## src/rtl/ex_stage.sv

```systemverilog
// Execute stage of the RV32I pipeline: ID/EX register with stall/flush, operand forwarding,
// ALU with zero flag, and the EX/MEM register feeding the memory stage.
module ex_stage #(
    parameter int XLEN = 32,
    parameter int REGW = 5
) (
    input  logic            clk,
    input  logic            reset,
    input  logic            stall_e,
    input  logic            flush_e,
    input  logic            id_valid,
    input  logic [2:0]      id_alucontrol,
    input  logic            id_alusrc,
    input  logic            id_regwrite,
    input  logic            id_memwrite,
    input  logic [XLEN-1:0] id_rd1,
    input  logic [XLEN-1:0] id_rd2,
    input  logic [XLEN-1:0] id_imm,
    input  logic [REGW-1:0] id_rs1,
    input  logic [REGW-1:0] id_rs2,
    input  logic [REGW-1:0] id_rd,
    input  logic [1:0]      fwd_a,
    input  logic [1:0]      fwd_b,
    input  logic [XLEN-1:0] wb_result,
    output logic [REGW-1:0] ex_rs1,
    output logic [REGW-1:0] ex_rs2,
    output logic [REGW-1:0] ex_rd,
    output logic            ex_zero,
    output logic            mem_valid,
    output logic [XLEN-1:0] mem_aluresult,
    output logic [XLEN-1:0] mem_writedata,
    output logic [REGW-1:0] mem_rd,
    output logic            mem_regwrite,
    output logic            mem_memwrite
);

    typedef struct packed {
        logic            valid;
        logic [2:0]      alucontrol;
        logic            alusrc;
        logic            regwrite;
        logic            memwrite;
        logic [XLEN-1:0] rd1;
        logic [XLEN-1:0] rd2;
        logic [XLEN-1:0] imm;
        logic [REGW-1:0] rs1;
        logic [REGW-1:0] rs2;
        logic [REGW-1:0] rd;
    } idex_t;

    typedef struct packed {
        logic            valid;
        logic [XLEN-1:0] aluresult;
        logic [XLEN-1:0] writedata;
        logic [REGW-1:0] rd;
        logic            regwrite;
        logic            memwrite;
    } exmem_t;

    idex_t  idex_d,  idex_q;
    exmem_t exmem_d, exmem_q;

    logic signed [XLEN-1:0] src_a;
    logic signed [XLEN-1:0] src_b;
    logic        [XLEN-1:0] fwd_b_val;
    logic        [XLEN-1:0] alu_result;

    // Select 11 falls back to the register-file value, same as 00.
    function automatic logic [XLEN-1:0] fwd_mux(
        input logic [1:0]      sel,
        input logic [XLEN-1:0] regval,
        input logic [XLEN-1:0] wbval,
        input logic [XLEN-1:0] memval
    );
        logic [XLEN-1:0] r;
        case (sel)
            2'b01:   r = wbval;
            2'b10:   r = memval;
            default: r = regval;
        endcase
        return r;
    endfunction

    function automatic logic [XLEN-1:0] alu_op(
        input logic [2:0]             op,
        input logic signed [XLEN-1:0] a,
        input logic signed [XLEN-1:0] b
    );
        logic [XLEN-1:0] r;
        case (op)
            3'b000:  r = a + b;
            3'b001:  r = a - b;
            3'b010:  r = a & b;
            3'b011:  r = a | b;
            3'b100:  r = a ^ b;
            3'b101:  r = (a < b) ? {{(XLEN-1){1'b0}}, 1'b1} : '0;
            default: r = '0;
        endcase
        return r;
    endfunction

    // ---- ID/EX boundary ----
    always_comb begin
        idex_d = idex_q;
        if (flush_e) begin
            idex_d = '0;
        end else if (!stall_e) begin
            idex_d.valid      = id_valid;
            idex_d.alucontrol = id_alucontrol;
            idex_d.alusrc     = id_alusrc;
            idex_d.regwrite   = id_regwrite;
            idex_d.memwrite   = id_memwrite;
            idex_d.rd1        = id_rd1;
            idex_d.rd2        = id_rd2;
            idex_d.imm        = id_imm;
            idex_d.rs1        = id_rs1;
            idex_d.rs2        = id_rs2;
            idex_d.rd         = id_rd;
        end
    end

    always_ff @(posedge clk) begin
        if (reset) idex_q <= '0;
        else       idex_q <= idex_d;
    end

    // ---- EX: forwarding and ALU ----
    always_comb begin
        fwd_b_val  = fwd_mux(fwd_b, idex_q.rd2, wb_result, exmem_q.aluresult);
        src_a      = fwd_mux(fwd_a, idex_q.rd1, wb_result, exmem_q.aluresult);
        src_b      = idex_q.alusrc ? idex_q.imm : fwd_b_val;
        alu_result = alu_op(idex_q.alucontrol, src_a, src_b);
    end

    assign ex_zero = (alu_result == '0);
    assign ex_rs1  = idex_q.rs1;
    assign ex_rs2  = idex_q.rs2;
    assign ex_rd   = idex_q.rd;

    // ---- EX/MEM boundary ----
    // A stalled EX slot must not reach MEM, so it leaves as a bubble; a flush wins over the stall.
    always_comb begin
        exmem_d = '0;
        if (flush_e || !stall_e) begin
            exmem_d.valid     = idex_q.valid;
            exmem_d.aluresult = alu_result;
            exmem_d.writedata = fwd_b_val;
            exmem_d.rd        = idex_q.rd;
            exmem_d.regwrite  = idex_q.regwrite && (idex_q.rd != '0);
            exmem_d.memwrite  = idex_q.memwrite && idex_q.valid;
        end
    end

    always_ff @(posedge clk) begin
        if (reset) exmem_q <= '0;
        else       exmem_q <= exmem_d;
    end

    assign mem_valid     = exmem_q.valid;
    assign mem_aluresult = exmem_q.aluresult;
    assign mem_writedata = exmem_q.writedata;
    assign mem_rd        = exmem_q.rd;
    assign mem_regwrite  = exmem_q.regwrite;
    assign mem_memwrite  = exmem_q.memwrite;

endmodule

```

## config.mk

```make
export PLATFORM = sky130hd
export DESIGN_NAME = ex_stage
export DESIGN_NICKNAME = d
export VERILOG_FILES = /design/src/rtl/ex_stage.sv
export SDC_FILE = /design/constraint.sdc
export NUM_CORES = 1
export LEC_CHECK = 0
export ABC_CLOCK_PERIOD_IN_PS = 6150
export CAP_MARGIN = 20
export CORE_MARGIN = 2
export CORE_UTILIZATION = 35
export DETAILED_ROUTE_END_ITERATION = 10
export PLACE_DENSITY = 0.65
export SYNTH_ARGS = -nofsm -noshare
export SYNTH_HDL_FRONTEND = slang
export SYNTH_SLANG_ARGS = --single-unit
```

## constraint.sdc

```tcl
create_clock -name clk -period 6.15 [get_ports clk]
set_input_delay 0.615 -clock clk [delete_from_list [all_inputs] [get_ports clk]]
set_output_delay 0.615 -clock clk [all_outputs]
set_load 0.005 [all_outputs]
```

==> results.yml, run 1 <==
status:
  run_status: "finished clean"
yosys:
  synth_compound_area_share_pct: 23.8
  postSynthCellCount: 1750
  synth_top_family_by_area: "compound AO/OA/AOI/OAI gates"
  synth_mux_area_share_pct: 9.20
  synthFlopType: "dfxtp_1"
  synth_xor_area_share_pct: 1.11
  syn_nets: 2017
  avgSynthCellArea_um2: 7.65
  async_flop_share_pct: 0
  synth_adder_area_share_pct: 10.3
  ys_types: 89
  ys_seq_area_share_pct: 28.4
  yosys.area_share.simple_pct: 19.3
  syn_area_um2: 13400
  yosys_warnings: 0
  synth-seq-cells: 190
  synth-edff-count: 0
layout:
  layout_common_cells: "buf_4, nor2_1, clkdlybuf4s50_1"
  syn_to_final_growth_pct: 51.2
  instances_no_fill: 2849
  postLayoutCoreUtil_pct: 53.7
  mostFrequentLayoutCell: "buf_4"
  final_nets: 2591
  drive_gt1_share_pct: 24.7
clocking:
  h-tree-depth: 4
  clk_latency_ns: 0.45
  cts_buffers: 17
  tritoncts: "yes"
  cts.root.buffer_cell: "clkbuf_16"
  path_clk_slew_ns: 0.07
  clock_sinks: 190
  clockBufferDepth: 2
setup_path:
  timing.rr.end: "mem_aluresult[31]"
  r2r_slack_ns: 1.81
  cp.arrival_ns: 5.39
  cp_slowest_cell: "or4_4"
  criticalPathCategory: "in2out"
  crit_end: "ex_zero"
  worstPathRequired_ns: 5.53
  cpLargestDelayFamily: "compound AO/OA/AOI/OAI gates"
  path_cells: "dlygate4sd2_1 > inv_1 > ha_4 > buf_4 > a22oi_1 > nor2_1 > a21oi_2 > o21ai_1 > buf_4 > ha_1 > buf_4 > nor2b_2 > o211ai_1 > buf_4 > a21oi_2 > o31a_1 > o21ai_1 > xnor2_1 > a211o_1 > nor4_2 > nand4_1 > or4_4 > nor3_4 > buf_2"
  slowest_delay_ns: 0.57
  crit_buf_inv: 7
  cp.depth: 24
  crit_fanout: 8
  crit_top_cell: "buf_4"
  start_kind: "primary input"
  crit_path_end_kind: "output pin"
  r2r_start: "idex_q[113]"
  setup.worst_path.start: "fwd_b[1]"
  r2r_cells: 18
route:
  finalWirelength_um: 56300
  highest-signal-layer: "met5"
  drtIter0Drc: 1353
  vias: 15229
  wl_met3_um: 5640
  ant_nets: 0
  wl_met2_um: 25100
  drc_errors: 0
  wl_per_cell_um: 19.8
  wl_met1_um: 24000
  drt-pass1-iter-count: 6
  vias_per_cell: 5.35
min_path:
  hp-class: "reg2reg"
placement:
  dp_hpwl_um: 44200
  place_congestion: 0.968
  dp.cells: 2792
  port_buffers: 245
  dp_slack_ns: -0.850
floorplanning:
  ios: 246
  start_util_pct: 35.5
  die_w_um: 200
  die_h_um: 200
  dieArea_um2: 39800
  core_area_um2: 37700
  rows: 71
global_routing:
  antenna_found_initial: 2
  grt_pass1_vias: 15238
  grt_pass1_wl_um: 85300
  grt_max_degree: 68
  globalRouteOverflowTotal: 0
  grtUsageTotal_pct: 28.1
sta:
  fin_ws_ns: 0.143
  finalHoldViolCount: 0
  setup_violations: 0
  fin_crit_ns: 6.01
  max_slew_margin_pct: 36.8
  maxSlewViolCount: 0
  fin_crit_sh_pct: 97.7
  worst_clock_skew_ns: 0.0147
  timing.fmax_mhz: 166
  whs_ns: 0.443
  worst_pin_slew_ns: 0.948
power:
  powerDensity_nw_per_um2: 201
  peakVddDrop_uv: 283
  leakagePower_uw: 0.00870
  total_power_uw: 4060
flow_run:
  drv_cap: 0
[cells in the mapped netlist, types with 8 or more instances]
master,number,area share (%)
xnor2_1,13,0.85
dfxtp_1,190,28
o21bai_1,10,0.56
inv_1,105,2.9
a31oi_1,10,0.47
mux2i_1,123,9.2
buf_6,10,0.84
o211ai_1,23,1.3
buf_1,16,0.45
nor2_1,282,7.9
a21o_1,14,0.79
o21ai_0,122,4.6
o31ai_1,13,0.73
buf_4,15,0.84
ha_1,107,10
o21a_1,10,0.56
nor4_1,13,0.61
or3_1,8,0.37
clkbuf_1,81,2.3
a211oi_1,23,1.3
nand3_1,18,0.67
and2_1,24,1.1
nor3_1,28,1.0
nand4_1,11,0.51
a22oi_1,65,3.6
buf_2,9,0.34
nor2b_1,10,0.47
a21oi_1,122,4.6
nand2_1,142,4.0
nand2b_1,12,0.56
[area by class of cell]
cell class	count	area (um^2)
diodes	1	2.50
clock buffers	18	439
clock inverters	14	151
fillers	3587	17400
inverters	107	402
multi-input cells	1320	8950
flip-flops and latches	190	3810
well taps	511	639
repair buffers	688	5840
[how the worst min path moves through the flow]
stage | start | to | slack (ns) | cells past startpoint
2_1_floorplan | idex_q[112] | mem_regwrite | 0.43 | 1
3_3_place_gp | idex_q[112] | mem_regwrite | 0.44 | 1
3_5_place_dp | idex_q[112] | mem_regwrite | 0.44 | 1
4_1_cts | idex_q[112] | mem_regwrite | 0.45 | 1
5_1_grt | idex_q[112] | mem_regwrite | 0.48 | 1
6_report | idex_q[112] | mem_regwrite | 0.44 | 1
[per-layer routing]
metal  GRT usage, %  vias up
met5              0        -
met4           9.19        2
met3           8.96      107
met2           44.2      663
met1           36.2     7177
li1               -     7280
[sequential cells by signal, summed over array words and instances, names as in the netlist]
signal / count
mem_memwrite: 1
mem_aluresult: 32
mem_writedata: 32
idex_q: 103
ex_rs1: 5
ex_rs2: 5
ex_rd: 5
mem_valid: 1
mem_regwrite: 1
mem_rd: 5
[what timing repair did]
item / CTS / global route
endpoints found under the setup margin: 1 / 1
setup buffers: 17 / 7
pin swaps: 21 / 11
hold buffers: 0 / 0
gates cloned: 0 / 0
gates resized for setup: 70 / 59
[where the power goes]
group	switching [uW]	internal [uW]	leakage [uW]	total (uW)
clock	536	585	0.000283	1120
sequential	45.9	1280	0.00155	1330
combinational	803	808	0.00687	1610
[metrics by stage]
step,instance area [um^2],TNS [ns]
final,20200,0
after global routing,20200,-0.0139
after CTS,20000,0
after detailed placement,19000,-0.850
after global placement,19000,-0.806
after floorplan,13400,0
[cell families after synthesis]
family,after synthesis
simple gates,584
compound gates,487
buf+inv,240
flops,190
mux,123
fa+ha+maj,109
xor+xnor,17
Power figures use the tool's default switching activity.
==> run 2, diff against run 1 <==
--- a/config.mk
+++ b/config.mk
@@ -10,6 +10,7 @@
 export CORE_MARGIN = 2
 export CORE_UTILIZATION = 35
 export DETAILED_ROUTE_END_ITERATION = 10
+export GPL_TIMING_DRIVEN = 0
 export PLACE_DENSITY = 0.65
 export SYNTH_ARGS = -nofsm -noshare
 export SYNTH_HDL_FRONTEND = slang
==> results.yml, run 2 (same netlist as run 1, synthesis figures left out) <==
route:
  vias_per_cell: 5.75
  drc_errors: 0
  ant_nets: 0
  drtIter0Drc: 1532
  drt-pass1-iter-count: 8
  wl_per_cell_um: 23.3
  vias: 14812
  finalWirelength_um: 60100
placement:
  dp_hpwl_um: 47400
  place_congestion: 1.01
  dp_slack_ns: -2.25
  dp.cells: 2505
  port_buffers: 244
min_path:
  holdCritStartpoint: "idex_q[112]"
  hold_path_depth: 1
  hold_end: "mem_regwrite"
  hp-class: "reg2reg"
clocking:
  clk_latency_ns: 0.46
  path_clk_slew_ns: 0.07
  ctsHoldBuffers: 0
  cts_buffers: 17
  tritoncts: "yes"
  h-tree-depth: 4
  clock_sinks: 190
  cts.root.buffer_cell: "clkbuf_16"
  clockBufferDepth: 2
floorplanning:
  start_util_pct: 35.5
  rows: 71
  die_h_um: 200
  dieArea_um2: 39800
  core_area_um2: 37700
  die_w_um: 200
  ios: 246
setup_path:
  crit_fanout: 10
  worstPathRequired_ns: 5.53
  criticalPathCategory: "in2out"
  timing.rr.end: "mem_aluresult[31]"
  r2r_cells: 15
  r2r_slack_ns: 1.84
  crit_path_end_kind: "output pin"
  cp.arrival_ns: 5.45
  r2r_start: "idex_q[113]"
  start_kind: "primary input"
layout:
  layout_common_cells: "nor2_1, clkdlybuf4s50_1, dfxtp_1"
  syn_to_final_growth_pct: 36.5
  mostFrequentLayoutCell: "nor2_1"
  instances_no_fill: 2577
  final_nets: 2320
  regMostFlops: "idex_q"
  postLayoutCoreUtil_pct: 48.5
  drive_gt1_share_pct: 13.6
  n_antenna_cell: 0
  largest_reg_flops: 103
power:
  peakVddDrop_uv: 226
  powerDensity_nw_per_um2: 209
  leakagePower_uw: 0.00723
sta:
  fin_ws_ns: 0.0835
  fin_crit_sh_pct: 98.6
  worst_pin_slew_ns: 0.967
  setup_violations: 0
  timing.fmax_mhz: 165
  max_slew_margin_pct: 35.6
  maxSlewViolCount: 0
  finalHoldViolCount: 0
  worst_clock_skew_ns: 0.00889
  fin_crit_ns: 6.07
global_routing:
  grtUsageTotal_pct: 29.5
  grt_pass1_vias: 14462
  globalRouteOverflowTotal: 0
  antenna_found_initial: 1
  grt_pass1_wl_um: 87800
  grt_max_degree: 17
flow_run:
  drv_cap: 0
status:
  run_status: "finished clean"
==> run 2: through the flow <==
stage / hold WS [ns] / setup TNS [ns] / power [uW] / area (um^2)
after CTS: 0.455 / 0 / 3750 / 18000
after floorplan: 0.427 / 0 / 2040 / 13400
after global placement: 0.438 / -5.39 / 2520 / 16500
after global routing: 0.467 / -0.0303 / 3960 / 18300
final: 0.452 / 0 / 3820 / 18300
after detailed placement: 0.445 / -5.18 / 2530 / 16500
==> run 2: how the worst max path moves through the flow <==
stage / from / to / slack [ns] / cells after the start
CTS: fwd_b[0] / ex_zero / 0.01 / 22
detailed placement: fwd_b[0] / ex_zero / -2.25 / 22
global placement: fwd_b[0] / ex_zero / -2.27 / 22
finish: fwd_b[0] / ex_zero / 0.08 / 22
floorplan: fwd_b[0] / ex_zero / 0.60 / 20
global route: fwd_b[0] / ex_zero / -0.03 / 22
==> run 2: final cells by class <==
type | instances | area [um^2]
fill | 3715 | 19400
multi-input combinational | 1320 | 9250
sequential | 190 | 3800
timing repair buffer | 286 | 2760
buffer | 131 | 852
tap | 511 | 639
clock buffer | 19 | 443
inverter | 107 | 402
clock inverter | 13 | 115
==> run 2: report_power, final <==
| part | switching [uW] | internal, uW | total, uW | leakage (uW) |
|---|---|---|---|---|
| registers | 43.9 | 1280 | 1320 | 0.00155 |
| clock network | 509 | 570 | 1080 | 0.000271 |
| logic | 826 | 592 | 1420 | 0.00542 |
| total | 1380 | 2440 | 3820 | 0.00723 |
==> run 2: critical path, stage by stage <==
cell	delay [ns]
clkdlybuf4s15_2	0.21
inv_1	0.07
ha_4	0.18
clkbuf_8	0.17
a22oi_1	0.30
nor2_1	0.10
a21oi_1	0.21
o21ai_2	0.16
ha_4	0.36
clkbuf_4	0.22
inv_1	0.13
a21oi_1	0.19
o31ai_2	0.13
a221o_1	0.43
o311a_4	0.44
nor3_4	0.30
or4_1	0.18
a21oi_1	0.09
o31ai_2	0.34
nand2_1	0.16
nor3_4	0.21
clkdlybuf4s15_2	0.23
==> run 2: metal layers <==
layer / vias to the layer above / global-route usage [%] / routed length, um
li1: 6722 / - / -
met1: 7176 / 36.8 / 24700
met2: 758 / 48.9 / 27700
met3: 154 / 6.67 / 5140
met4: 2 / 12.5 / 2560
met5: - / 0 / 11
==> run 2: repair_timing <==
action / in CTS / in global routing
resized for setup: 218 / 71
pin swaps: 34 / 23
cloned: 0 / 0
setup endpoints to repair: 2 / 1
buffers inserted: 36 / 5
==> run 3, diff against run 2 <==
--- a/config.mk
+++ b/config.mk
@@ -7,7 +7,7 @@
 export LEC_CHECK = 0
 export ABC_CLOCK_PERIOD_IN_PS = 6150
 export CAP_MARGIN = 20
-export CORE_MARGIN = 2
+export CORE_MARGIN = 4
 export CORE_UTILIZATION = 35
 export DETAILED_ROUTE_END_ITERATION = 10
 export GPL_TIMING_DRIVEN = 0
==> results.yml, run 3 (same netlist as run 1, synthesis figures left out) <==
layout:
  largest_reg_flops: 103
  drive_gt1_share_pct: 12.4
  mostFrequentLayoutCell: "nor2_1"
  syn_to_final_growth_pct: 34.9
  final_nets: 2304
  final_area_um2: 18100
  fill_cells: 3764
  layout_common_cells: "nor2_1, clkdlybuf4s50_1, dfxtp_1"
  regMostFlops: "idex_q"
route:
  ant_nets: 0
  vias: 14468
  finalWirelength_um: 60500
  drc_errors: 0
  vias_per_cell: 5.65
  drt-pass1-iter-count: 6
  wl_per_cell_um: 23.6
  drtIter0Drc: 1491
status:
  run_status: "finished clean"
setup_path:
  crit_path_end_kind: "output pin"
  crit_fanout: 10
  r2r_cells: 14
  cp.arrival_ns: 5.48
  timing.rr.end: "mem_aluresult[29]"
  criticalPathCategory: "in2out"
  worstPathRequired_ns: 5.53
  start_kind: "primary input"
  r2r_start: "idex_q[113]"
  r2r_slack_ns: 1.78
clocking:
  tritoncts: "yes"
  h-tree-depth: 4
  clock_sinks: 190
  clockBufferDepth: 2
  path_clk_slew_ns: 0.07
  cts.root.buffer_cell: "clkbuf_16"
  clk_latency_ns: 0.45
  cts_buffers: 17
  ctsHoldBuffers: 0
sta:
  maxSlewViolCount: 0
  timing.fmax_mhz: 164
  worst_clock_skew_ns: 0.00753
  max_slew_margin_pct: 20.7
  fin_crit_ns: 6.10
  fin_crit_sh_pct: 99.1
  fin_ws_ns: 0.0524
  finalHoldViolCount: 0
  setup_violations: 0
  final.setup.tns_ns: 0
  worst_pin_slew_ns: 1.19
power:
  peakVddDrop_uv: 215
  powerDensity_nw_per_um2: 212
  leakagePower_uw: 0.00717
global_routing:
  grtUsageTotal_pct: 28.1
  grt_pass1_wl_um: 89500
  antenna_found_initial: 1
  grt_pass1_vias: 14554
  globalRouteOverflowTotal: 0
  grt_max_degree: 17
floorplanning:
  core_area_um2: 37700
  rows: 71
  die_w_um: 204
  dieArea_um2: 41400
  ios: 246
  die_h_um: 204
  start_util_pct: 35.5
min_path:
  hold_end: "mem_regwrite"
  holdCritStartpoint: "idex_q[112]"
  hold_path_depth: 1
  hp-class: "reg2reg"
placement:
  placed_cell_area_um2: 16500
  place_congestion: 0.992
  port_buffers: 244
  dp_hpwl_um: 48200
  dp_slack_ns: -2.39
flow_run:
  drv_cap: 0
==> run 3: how the worst max path moves through the flow <==
| stage | startpoint | endpoint | slack [ns] | cells past startpoint |
|---|---|---|---|---|
| after detailed placement | fwd_b[0] | ex_zero | -2.39 | 22 |
| after CTS | fwd_b[0] | ex_zero | 0.002 | 24 |
| after global routing | fwd_b[1] | ex_zero | -0.02 | 21 |
| after floorplan | fwd_b[0] | ex_zero | 0.60 | 20 |
| after global placement | fwd_b[0] | ex_zero | -2.40 | 22 |
| final | fwd_a[0] | ex_zero | 0.05 | 19 |
==> run 3: timing repair <==
| item | in CTS | in global routing |
|---|---|---|
| resized for setup | 201 | 76 |
| endpoints found under the hold margin | 0 | 0 |
| setup endpoints to repair | 3 | 1 |
| buffers inserted | 18 | 10 |
| cloned | 0 | 0 |
| pin swaps | 31 | 29 |
==> run 3: where the power goes <==
part           total (uW)  internal (uW)  switching [uW]
clock network        1120            622             498
registers            1320           1280            41.8
logic                1390            574             820
total                3840           2480            1360
==> run 3: per-layer routing <==
layer	wire, um	vias to the layer above	global-route usage [%]
met4	2170	0	9.85
met1	25200	6900	36.0
met3	5460	136	6.58
met5	0	-	0
li1	-	6693	-
met2	27700	739	46.6
==> run 3: final cells by class <==
class	instances	area, um^2	share of cell area, %
Multi-Input combinational cell	1320	9140	50.6
Inverter	107	402	2.22
Timing Repair Buffer	272	2660	14.7
Tap cell	511	639	3.54
Clock inverter	8	106	0.589
Clock buffer	23	468	2.59
Buffer	129	841	4.66
Sequential cell	190	3800	21.1
Antenna cell	1	2.50	0.0139
==> run 3: critical path, cell delays in order <==
cell and delay, ns:
dlygate4sd2_1 0.32, ha_2 0.29, clkbuf_2 0.36, a22oi_1 0.14, o21ai_1 0.30, ha_1 0.32, clkbuf_2 0.23, nor3_4 0.20
o211ai_1 0.20, a31oi_2 0.27, a311oi_4 0.10, buf_6 0.18, o41ai_4 0.40, a31oi_2 0.20, o21ai_1 0.24, o211ai_1 0.20
or4_4 0.55, nor3_4 0.14, clkdlybuf4s15_2 0.22
==> run 3: per-stage QoR <==
stage	total power (uW)	instances	util, %	hold WS, ns
6_report	3840	2561	47.9	0.471
5_1_grt	3970	2560	47.9	0.481
3_5_place_dp	2530	2505	43.7	0.465
4_1_cts	3750	2551	47.1	0.473
2_1_floorplan	2040	1750	-	0.427
3_3_place_gp	2520	2505	43.7	0.436
